## src/rtl/duck_ctl_if.sv

```systemverilog
// Signal bundle between the game logic / random generator / mouse and the duck
// controller. The controller is the slave; the bench or game top is the master.
interface duck_ctl_if;
   logic [1:0]  state_in;
   logic        frame_tick;
   logic [9:0]  target_x;
   logic [9:0]  target_y;
   logic        click;
   logic [11:0] mouse_x;
   logic [11:0] mouse_y;
   logic [9:0]  duck_x;
   logic [9:0]  duck_y;
   logic        duck_visible;
   logic        dir_right;
   logic        hit_pulse;
   logic        escape_pulse;

   modport master (
      output state_in, frame_tick, target_x, target_y, click, mouse_x, mouse_y,
      input  duck_x, duck_y, duck_visible, dir_right, hit_pulse, escape_pulse
   );

   modport slave (
      input  state_in, frame_tick, target_x, target_y, click, mouse_x, mouse_y,
      output duck_x, duck_y, duck_visible, dir_right, hit_pulse, escape_pulse
   );
endinterface

```

## src/rtl/duck_ctl.sv

```systemverilog
// Duck flight controller: spawns the sprite at the bottom of the playfield, flies it
// toward random targets once per frame, and handles hits (fall) and timeouts (escape).
module duck_ctl #(
   parameter int STEP          = 4,
   parameter int FALL_STEP     = 8,
   parameter int X_MAX         = 960,
   parameter int Y_MAX         = 704,
   parameter int DUCK_W        = 64,
   parameter int DUCK_H        = 64,
   parameter int ESCAPE_FRAMES = 300
) (
   input  logic       clk,
   input  logic       rst,
   duck_ctl_if.slave  bus
);

   localparam logic [9:0] XC      = 10'(X_MAX - DUCK_W);
   localparam logic [9:0] Y_SPAWN = 10'(Y_MAX - DUCK_H);
   localparam int         CNT_W   = $clog2(ESCAPE_FRAMES + 1);
   localparam logic [1:0] PLAY    = 2'b01;

   typedef enum logic [2:0] {IDLE, SPAWN, FLY, FALL, ESCAPE} state_t;

   state_t             state_q, state_d;
   logic [9:0]         dx_q, dx_d, dy_q, dy_d;
   logic [9:0]         gx_q, gx_d, gy_q, gy_d;
   logic [CNT_W-1:0]   cnt_q, cnt_d;
   logic               vis_q, vis_d, dir_q, dir_d;
   logic               hit_q, hit_d, esc_q, esc_d;
   logic [11:0]        x_lo, x_hi, y_lo, y_hi;
   logic               hit_now, at_goal;

   function automatic logic [9:0] clamp(input logic [9:0] v, input logic [9:0] lim);
      return (v > lim) ? lim : v;
   endfunction

   // Move one axis toward its goal by at most STEP without overshooting.
   function automatic logic [9:0] step_toward(input logic [9:0] cur, input logic [9:0] goal);
      logic [9:0] diff;
      if (goal > cur) begin
         diff = goal - cur;
         return cur + ((diff > 10'(STEP)) ? 10'(STEP) : diff);
      end else begin
         diff = cur - goal;
         return cur - ((diff > 10'(STEP)) ? 10'(STEP) : diff);
      end
   endfunction

   function automatic logic [9:0] fall_sat(input logic [9:0] y);
      logic [10:0] sum;
      sum = {1'b0, y} + 11'(FALL_STEP);
      return (sum >= {1'b0, Y_SPAWN}) ? Y_SPAWN : sum[9:0];
   endfunction

   assign x_lo    = {2'b00, dx_q};
   assign x_hi    = x_lo + 12'(DUCK_W - 1);
   assign y_lo    = {2'b00, dy_q};
   assign y_hi    = y_lo + 12'(DUCK_H - 1);
   assign hit_now = bus.click && (bus.mouse_x >= x_lo) && (bus.mouse_x <= x_hi) &&
                    (bus.mouse_y >= y_lo) && (bus.mouse_y <= y_hi);
   assign at_goal = (dx_q == gx_q) && (dy_q == gy_q);

   always_ff @(posedge clk) begin
      if (rst) begin
         state_q <= IDLE;
         dx_q    <= 10'd448;
         dy_q    <= Y_SPAWN;
         gx_q    <= 10'd448;
         gy_q    <= Y_SPAWN;
         cnt_q   <= '0;
         vis_q   <= 1'b0;
         dir_q   <= 1'b1;
         hit_q   <= 1'b0;
         esc_q   <= 1'b0;
      end else begin
         state_q <= state_d;
         dx_q    <= dx_d;
         dy_q    <= dy_d;
         gx_q    <= gx_d;
         gy_q    <= gy_d;
         cnt_q   <= cnt_d;
         vis_q   <= vis_d;
         dir_q   <= dir_d;
         hit_q   <= hit_d;
         esc_q   <= esc_d;
      end
   end

   always_comb begin
      state_d = state_q;
      dx_d    = dx_q;
      dy_d    = dy_q;
      gx_d    = gx_q;
      gy_d    = gy_q;
      cnt_d   = cnt_q;
      dir_d   = dir_q;
      hit_d   = 1'b0;
      esc_d   = 1'b0;
      if (bus.state_in != PLAY) begin
         state_d = IDLE;
      end else begin
         unique case (state_q)
            IDLE:  state_d = SPAWN;
            SPAWN: begin
               dx_d    = clamp(bus.target_x, XC);
               dy_d    = Y_SPAWN;
               gx_d    = clamp(bus.target_x, XC);
               gy_d    = clamp(bus.target_y, Y_SPAWN);
               cnt_d   = '0;
               state_d = FLY;
            end
            FLY: begin
               // A hit is judged on the pre-move position and beats a timeout on the same tick.
               if (hit_now) begin
                  hit_d   = 1'b1;
                  state_d = FALL;
               end else if (bus.frame_tick) begin
                  cnt_d = cnt_q + 1'b1;
                  if (at_goal) begin
                     gx_d = clamp(bus.target_x, XC);
                     gy_d = clamp(bus.target_y, Y_SPAWN);
                  end else begin
                     dx_d = step_toward(dx_q, gx_q);
                     dy_d = step_toward(dy_q, gy_q);
                     if (gx_q > dx_q)      dir_d = 1'b1;
                     else if (gx_q < dx_q) dir_d = 1'b0;
                  end
                  if (cnt_d == CNT_W'(ESCAPE_FRAMES)) state_d = ESCAPE;
               end
            end
            FALL: begin
               if (bus.frame_tick) begin
                  dy_d = fall_sat(dy_q);
                  if (dy_d == Y_SPAWN) state_d = SPAWN;
               end
            end
            ESCAPE: begin
               if (bus.frame_tick) begin
                  if (dy_q >= 10'(STEP)) begin
                     dy_d = dy_q - 10'(STEP);
                  end else begin
                     dy_d    = '0;
                     esc_d   = 1'b1;
                     state_d = SPAWN;
                  end
               end
            end
            default: state_d = IDLE;
         endcase
      end
      vis_d = (state_d == FLY) || (state_d == FALL) || (state_d == ESCAPE);
   end

   assign bus.duck_x       = dx_q;
   assign bus.duck_y       = dy_q;
   assign bus.duck_visible = vis_q;
   assign bus.dir_right    = dir_q;
   assign bus.hit_pulse    = hit_q;
   assign bus.escape_pulse = esc_q;

endmodule

```

## src/flat_wrapper.sv

```systemverilog
// flat-port wrapper written by rule: the top's interface ports become plain ports
module duck_ctl_flat 
#(
   parameter int STEP          = 4,
   parameter int FALL_STEP     = 8,
   parameter int X_MAX         = 960,
   parameter int Y_MAX         = 704,
   parameter int DUCK_W        = 64,
   parameter int DUCK_H        = 64,
   parameter int ESCAPE_FRAMES = 300
)
  (clk, rst, bus_state_in, bus_frame_tick, bus_target_x, bus_target_y, bus_click, bus_mouse_x, bus_mouse_y, bus_duck_x, bus_duck_y, bus_duck_visible, bus_dir_right, bus_hit_pulse, bus_escape_pulse);
  duck_ctl_if bus_i ();
  input  logic clk;
  input  logic rst;
  input wire logic [$bits(bus_i.state_in)-1:0] bus_state_in;
  input wire logic [$bits(bus_i.frame_tick)-1:0] bus_frame_tick;
  input wire logic [$bits(bus_i.target_x)-1:0] bus_target_x;
  input wire logic [$bits(bus_i.target_y)-1:0] bus_target_y;
  input wire logic [$bits(bus_i.click)-1:0] bus_click;
  input wire logic [$bits(bus_i.mouse_x)-1:0] bus_mouse_x;
  input wire logic [$bits(bus_i.mouse_y)-1:0] bus_mouse_y;
  output wire logic [$bits(bus_i.duck_x)-1:0] bus_duck_x;
  output wire logic [$bits(bus_i.duck_y)-1:0] bus_duck_y;
  output wire logic [$bits(bus_i.duck_visible)-1:0] bus_duck_visible;
  output wire logic [$bits(bus_i.dir_right)-1:0] bus_dir_right;
  output wire logic [$bits(bus_i.hit_pulse)-1:0] bus_hit_pulse;
  output wire logic [$bits(bus_i.escape_pulse)-1:0] bus_escape_pulse;
  assign bus_i.state_in = bus_state_in;
  assign bus_i.frame_tick = bus_frame_tick;
  assign bus_i.target_x = bus_target_x;
  assign bus_i.target_y = bus_target_y;
  assign bus_i.click = bus_click;
  assign bus_i.mouse_x = bus_mouse_x;
  assign bus_i.mouse_y = bus_mouse_y;
  assign bus_duck_x = bus_i.duck_x;
  assign bus_duck_y = bus_i.duck_y;
  assign bus_duck_visible = bus_i.duck_visible;
  assign bus_dir_right = bus_i.dir_right;
  assign bus_hit_pulse = bus_i.hit_pulse;
  assign bus_escape_pulse = bus_i.escape_pulse;
  duck_ctl #(.STEP(STEP), .FALL_STEP(FALL_STEP), .X_MAX(X_MAX), .Y_MAX(Y_MAX), .DUCK_W(DUCK_W), .DUCK_H(DUCK_H), .ESCAPE_FRAMES(ESCAPE_FRAMES)) u_core (.clk(clk), .rst(rst), .bus(bus_i));
endmodule
```

## config.mk

```make
export PLATFORM = sky130hd
export DESIGN_NAME = duck_ctl_flat
export DESIGN_NICKNAME = d
export VERILOG_FILES = /design/src/rtl/duck_ctl_if.sv /design/src/rtl/duck_ctl.sv /design/src/flat_wrapper.sv
export SDC_FILE = /design/constraint.sdc
export NUM_CORES = 1
export LEC_CHECK = 0
export ABC_AREA = 1
export CORE_UTILIZATION = 34
export DETAILED_ROUTE_END_ITERATION = 10
export PLACE_DENSITY_LB_ADDON = 0.08
export SLEW_MARGIN = 10
export SYNTH_ARGS = -nofsm -noshare
export SYNTH_HDL_FRONTEND = slang
export SYNTH_SLANG_ARGS = --single-unit
```

## constraint.sdc

```tcl
create_clock -name clk -period 9.1 [get_ports clk]
set_input_delay 0.91 -clock clk [delete_from_list [all_inputs] [get_ports clk]]
set_output_delay 0.91 -clock clk [all_outputs]
set_load 0.05 [all_outputs]
```

## Word level (Yosys, flattened, before mapping)

Index checks and enable logic that the tools add are counted.

| word-level totals | value |
|---|---|
| output and inout port bits | 24 |
| bits in registers | 56 |
| word-level logic and storage cells | 124 |
| input bits | 50 |

| operators by class | value |
|---|---|
| magnitude comparators | 15 |
| eq/ne operators | 18 |
| reductions and logical operators | 18 |
| mux-type cells | 44 |
| add/sub/neg operators | 13 |
| bitwise operators | 6 |

Operators with widths:

| operator | number |
|---|---|
| two-way mux 10 bit | 24 |
| case mux 10 bit (2 select lines) | 3 |
| subtractor 10 bit | 6 |
| greater-than comparator 10 x 3 -> 1 bit (second input constant) | 4 |
| case mux 10 bit (4 select lines) | 1 |
| greater-or-equal comparator 12 x 10 -> 1 bit | 2 |
| less-or-equal comparator 12 bit | 2 |
| two-way mux 3 bit | 8 |
| adder 10 x 6 -> 11 bit (second input constant) | 2 |
| adder 10 bit | 2 |
| == test 10 bit | 2 |
| greater-than comparator 10 bit | 2 |
| greater-than comparator 10 bit (second input constant) | 2 |
| two-way mux 9 bit | 2 |
| case mux 9 bit (2 select lines) | 1 |
| case mux 3 bit (5 select lines) | 1 |
| == test 3 x 2 -> 1 bit (second input constant) | 4 |
| adder 10 x 4 -> 11 bit (second input constant) | 1 |
| greater-or-equal comparator 11 x 10 -> 1 bit (second input constant) | 1 |
| == test 10 bit (second input constant) | 1 |
| greater-or-equal comparator 10 x 3 -> 1 bit (second input constant) | 1 |
| < comparator 10 bit | 1 |
| inequality test 2 bit (second input constant) | 5 |
| AND reduction 5 bit | 2 |
| 18 further kinds | 34 |

## Logic depth before layout (Yosys ltp)

| depth | value |
|---|---|
| depth in word-level cells | 11 |
| mapped depth | 30 |
| depth with buffers taken out | 29 |

## Worst setup path after synthesis

OpenSTA, ideal clock, no wires.

| timing | value |
|---|---|
| path type | reg2reg |
| start point | reg u_core.dy_q[5], in the netlist u_core.bus.duck_y[5] |
| end point | reg u_core.dy_q[9], in the netlist u_core.bus.duck_y[9] |
| required time | 8,985 ps |
| buffers on the path | 2 |
| clock period less this slack | 4,400 ps |
| library setup time | 115 ps |
| setup slack | 4,700 ps |
| stages on the path, launching flop included | 29 |
| data arrival time | 4,284 ps |
| cells stage by stage | dfxtp_1 > buf_2 > clkinv_1 > ha_1 > buf_2 > nand2_1 > nor2_1 > nand2_1 > nand2_1 > nand2_1 > nand2_1 > o2111ai_1 > nor4_1 > nand2_1 > ha_1 > xor2_1 > nand2_1 > o21ai_0 > ha_1 > a21oi_1 > o21ai_0 > nand2_1 > nand4_1 > xor2_1 > nand3b_1 > nand3_1 > nand2_1 > nand2_1 > nand2_1 |

| between the ends | value |
|---|---|
| cells in the longest elaborated chain, start to end | 9 |
| elaborated cells between the ends (all ways) | 32 |
| those cells by class | add/sub (7); order compare (7); eq/ne (3); mux (11); reduce/logical (4) |

RTL lines:

| what | RTL line | text |
|---|---|---|
| from (decl) | duck_ctl.sv:25 | `logic [9:0] dx_q, dx_d, dy_q, dy_d;` |
| from (signal assigned) | duck_ctl.sv:78 | `dy_q <= dy_d;` |
| subtractor 10 bit (on tied branches) | duck_ctl.sv:44, duck_ctl.sv:41 |  |
| greater-than comparator 10 x 3 -> 1 bit (on tied branches) | duck_ctl.sv:45, duck_ctl.sv:42 |  |
| two-way mux 10 bit (on tied branches) | duck_ctl.sv:45, duck_ctl.sv:42 |  |
| subtractor 10 bit / adder 10 bit (equally long branches) | duck_ctl.sv:45, duck_ctl.sv:42 |  |
| two-way mux 10 bit | duck_ctl.sv:40 | `if (goal > cur) begin` |
| two-way mux 10 bit | duck_ctl.sv:119 | `if (at_goal) begin` |
| two-way mux 10 bit | duck_ctl.sv:117 | `end else if (bus.frame_tick) begin` |
| two-way mux 10 bit | duck_ctl.sv:114 | `if (hit_now) begin` |
| case mux 10 bit (4 select lines) | duck_ctl.sv:102 | `unique case (state_q)` |

Several ways; a longest one is shown, not always the timed one. The select of a mux whose other input is x is not followed.
A chain may end at the register's enable or synchronous reset.

## Worst setup path after layout

| timing | value |
|---|---|
| start point | reg u_core.dy_q[5], in the netlist u_core.bus.duck_y[5] |
| end point | reg u_core.dy_q[7], in the netlist u_core.bus.duck_y[7] |

The elaborated chain is that of the path after synthesis.

==> results.txt <==
----------------------------------------------------
[Run status]
  Outcome ... finished clean

[Routing]
  Via density ... 5.00
  Routed vias ... 7630
  Drt wl/cell ... 15.6 um
  Initial detailed-routing violation count ... 436
  Total iterations of the first detailed-routing run ... 6
  Antenna-violating nets left ... 0
  Remaining DRCs ... 0
  DRT Wirelength ... 23.9 mm

[Setup path]
  Slack of the worst reg-to-reg path ... 4.21 ns
  Data arrival time at the worst-slack endpoint ... 5.06 ns
  Critical Path Source Type ... flip-flop
  R2R Path End ... u_core.bus.duck_y[7]$_SDFFE_PP1P_
  Logic depth of the worst register-to-register path ... 23
  Worst r2r src ... u_core.bus.duck_y[5]$_SDFFE_PP0P_
  Worst path required time ... 9.26 ns
  Critical Setup Path Class ... reg -> reg
  Kind of end point of the critical path ... flip-flop
  Critical-path maximum fanout ... 11

[Layout]
  Proportion of layout cells with a drive suffix above 1 ... 0.0335
  Fillers ... 2316
  Post-route design area ... 8590 um2
  Syn-to-layout area delta ... 14.8%
  Diode insertion count for antenna repair ... 0
  Net count, final ... 1414
  Multi-input gate area ... 5560 um2
  Register area ... 1120 um2

[Yosys]
  Cells after Synth ... 1191
  Yosys top cell area share ... 0.179
  Post-synthesis instance area ... 7480 um2
  Number of distinct library cell variants in the gate-level netlist after synthesis ... 56
  Register bit count reported by yosys ... 56
  Post-synth net total ... 1354
  Biggest area consumer among synthesized cells ... ha_1
  Sequential share of the synthesized area ... 0.150
  Yosys warning count ... 0
  Avg Synthesized Cell Area ... 6.28 um2
  Leading cell types by total area after synthesis ... ha_1 18%, nand2_1 15%, dfxtp_1 15%, inv_1 8.4%, a21oi_1 6.2%

[Global route]
  GR met2 Demand/Resource ... 0.360
  Global-route wire length before repair ... 38.5 mm
  M1 GR Usage ... 0.308
  GRT overflow ... 0
  GR peak layer ... met2
  Maximum number of pins on one net before global-route repair ... 32
  All-layer global routing usage ... 0.219
  Routing usage on met3 ... 0.0209
  Antenna violations before repair ... 0
  Via count of the first global-routing pass ... 7423

[STA]
  Max Clk Rate ... 0.204 GHz
  Total negative setup slack ... 0 ns
  Share of the clock period used by the worst path after layout ... 0.538
  Slew at the pin closest to its max-slew limit ... 1.00 ns
  Count of endpoints failing setup in the final report ... 0
  Max-slew violations ... 0
  Headroom to the max-slew limit ... 0.331
  Slack of the critical path ... 4.21 ns
  Post-route worst hold slack ... 0.480 ns
  Final hold vios ... 0
  Minimum clock period after layout ... 4.89 ns
  Clock skew ... 0.00880 ns
  Setup repair after global routing missed its margin ... no

[Floorplanning]
  Top-level I/O count ... 74
  Starting density of the core ... 0.351
  Height of the die ... 150 um
  Row count ... 53
  Die Outline Area ... 22600 um2
  Die Width ... 150 um
  Floorplan Core Area ... 21300 um2

[Placement]
  Worst Setup Slack post-DPL ... 4.30 ns
  Buffers added on ports ... 73
  DPL Wire Length ... 19.4 mm
  Global placer's final weighted congestion ... 0.885
  Placed instance area ... 8440 um2

[Power and ir drop]
  Total leakage power ... 4.26 nW
  Power density over the cells ... 108 nW/um2
  Peak ir drop on the vdd network ... 0.0000818 V

[Clock network]
  Post-CTS resize count ... 0
  Quantity of hold-fixing buffers added after cts ... 0
  Cts bufs inserted ... 5
  CTS sink count ... 56
  Deepest clock path buffer count ... 2
  Clk Latency, worst-skew pair ... 0.32 ns
  Maximum level of the CTS H-tree ... 2
  Post-CTS Setup Repair Bufs ... 0
  Root cell of the clock tree ... clkbuf_16
  TritonCTS clock tree ... done
  Clock slew seen by the registers of the worst setup and hold paths ... 0.09 ns

[Hold path]
  Min-delay src ... u_core.gx_q[9]$_SDFFE_PP0P_
  Hold-critical path depth ... 2
  WHS Endpoint ... u_core.gx_q[9]$_SDFFE_PP0P_
  Worst hold path type ... reg -> reg

[Job]
  Max-capacitance violation count ... 0

----------------------------------------------------
-- layout by cell type, fill, tap and decap left out, drive strengths merged, types with 2 or more instances in the layout --
| master | synthesis | routed |
|---|---|---|
| clkinv | 3 | 4 |
| and2 | 2 | 2 |
| xor2 | 50 | 50 |
| clkbuf | 8 | 5 |
| nor2 | 117 | 117 |
| o2111ai | 2 | 2 |
| o31ai | 5 | 5 |
| or2 | 3 | 3 |
| nor3 | 19 | 19 |
| a31oi | 2 | 2 |
| xnor2 | 4 | 4 |
| nand2 | 314 | 314 |
| a211oi | 2 | 2 |
| nand3 | 85 | 85 |
| nand4 | 27 | 27 |
| a21oi | 94 | 94 |
| nor4 | 5 | 5 |
| a221oi | 4 | 4 |
| nand3b | 6 | 6 |
| ha | 107 | 107 |
| o21ai | 45 | 45 |
| dfxtp | 56 | 56 |
| o22ai | 3 | 3 |
| clkdlybuf4s50 | 0 | 73 |
| o21bai | 10 | 10 |
| o221ai | 2 | 2 |
| o211ai | 8 | 8 |
| fa | 6 | 6 |
| o21a | 7 | 7 |
| inv | 177 | 178 |
-- sequential cells by signal, indices dropped and copies added (netlist names) --
signal and flops:
u_core.bus.escape_pulse 1, u_core.gy_q 10, u_core.bus.duck_visible 1, u_core.cnt_q 9, u_core.gx_q 10, u_core.bus.hit_pulse 1
u_core.bus.duck_x 10, u_core.bus.dir_right 1, u_core.bus.duck_y 10, u_core.state_q 3
-- worst max-delay path by stage --
stage | start | to | slack (ns) | cells after the start
4_1_cts | u_core.bus.duck_y[5]$_SDFFE_PP0P_ | u_core.bus.duck_y[7]$_SDFFE_PP1P_ | 4.27 | 23
6_report | u_core.bus.duck_y[5]$_SDFFE_PP0P_ | u_core.bus.duck_y[7]$_SDFFE_PP1P_ | 4.21 | 23
3_5_place_dp | u_core.bus.duck_y[5]$_SDFFE_PP0P_ | u_core.bus.duck_y[7]$_SDFFE_PP1P_ | 4.30 | 23
3_3_place_gp | u_core.bus.duck_y[5]$_SDFFE_PP0P_ | u_core.bus.duck_y[7]$_SDFFE_PP1P_ | 4.28 | 23
5_1_grt | u_core.bus.duck_y[5]$_SDFFE_PP0P_ | u_core.bus.duck_y[6]$_SDFFE_PP0P_ | 3.69 | 27
2_1_floorplan | u_core.bus.duck_y[5]$_SDFFE_PP0P_ | u_core.bus.duck_y[9]$_SDFFE_PP1P_ | 4.70 | 28
-- synthesized netlist by cell type (all sizes together) --
master,count
a211o,1
nor2,117
xnor2,4
a41oi,1
clkbuf,8
nor3,19
or2,3
o22ai,3
a21o,1
fa,6
a32o,1
clkinv,3
dfxtp,56
xor2,50
nor4,5
inv,177
nand4,27
and3,1
and2,2
o21ai,45
a221oi,4
o2111ai,2
o21bai,10
buf,13
o211ai,8
o31ai,5
o21a,7
a21oi,94
o221ai,2
a31oi,2
nand3,85
nand2,314
nand3b,6
ha,107
a211oi,2
-- where the power goes --
part | internal (mW) | switching (mW)
Combinational | 0.166 | 0.284
Clock | 0.104 | 0.113
Sequential | 0.249 | 0.00861
Total | 0.519 | 0.405
-- layout make-up --
class / count / share of cell area
repair buffers: 74 / 0.0859
clock inverters: 3 / 0.00248
clock buffers: 5 / 0.0146
well taps: 275 / 0.0401
inverters: 180 / 0.0788
multi-input cells: 934 / 0.648
flip-flops and latches: 56 / 0.130
-- per-stage QoR --
stage	total power, mW	std cells	util
2_1_floorplan	0.591	1191	-
3_3_place_gp	0.713	1519	0.397
3_5_place_dp	0.709	1519	0.397
4_1_cts	0.931	1527	0.404
5_1_grt	0.999	1527	0.404
6_report	0.924	1527	0.404
-- metal layers --
layer,vias to the layer above,share of wire
li1,4024,-
met1,3414,0.50
met2,177,0.45
met3,15,0.045
met4,0,0.012
met5,-,0
-- cells by family after synthesis --
kind of cell	after synthesis	synth area share
and+or+nand+nor	579	0.340
adders and majority gates	113	0.195
DFF	56	0.150
AOI/OAI and AO/OA	188	0.146
xor gates and xnor gates	54	0.0632
buffers and inverters	201	0.106
-- critical path, stage by stage, from the launching register on --
cell and delay, ns:
dfxtp_1 0.57, clkinv_1 0.39, ha_1 0.58, nand2_1 0.12, nor2_1 0.20, nand2_1 0.10, nand2_1 0.09, nand2_1 0.05
nand2_1 0.09, o2111ai_1 0.11, nor4_1 0.33, nand2_1 0.11, ha_1 0.24, xor2_1 0.16, nand2_1 0.05, o21ai_0 0.12
ha_1 0.37, a21oi_1 0.18, nand2_1 0.11, a211o_1 0.29, o21ai_0 0.18, o211ai_1 0.12, nand2_1 0.08, nand3_1 0.05
(Power assumes the default switching activity.)
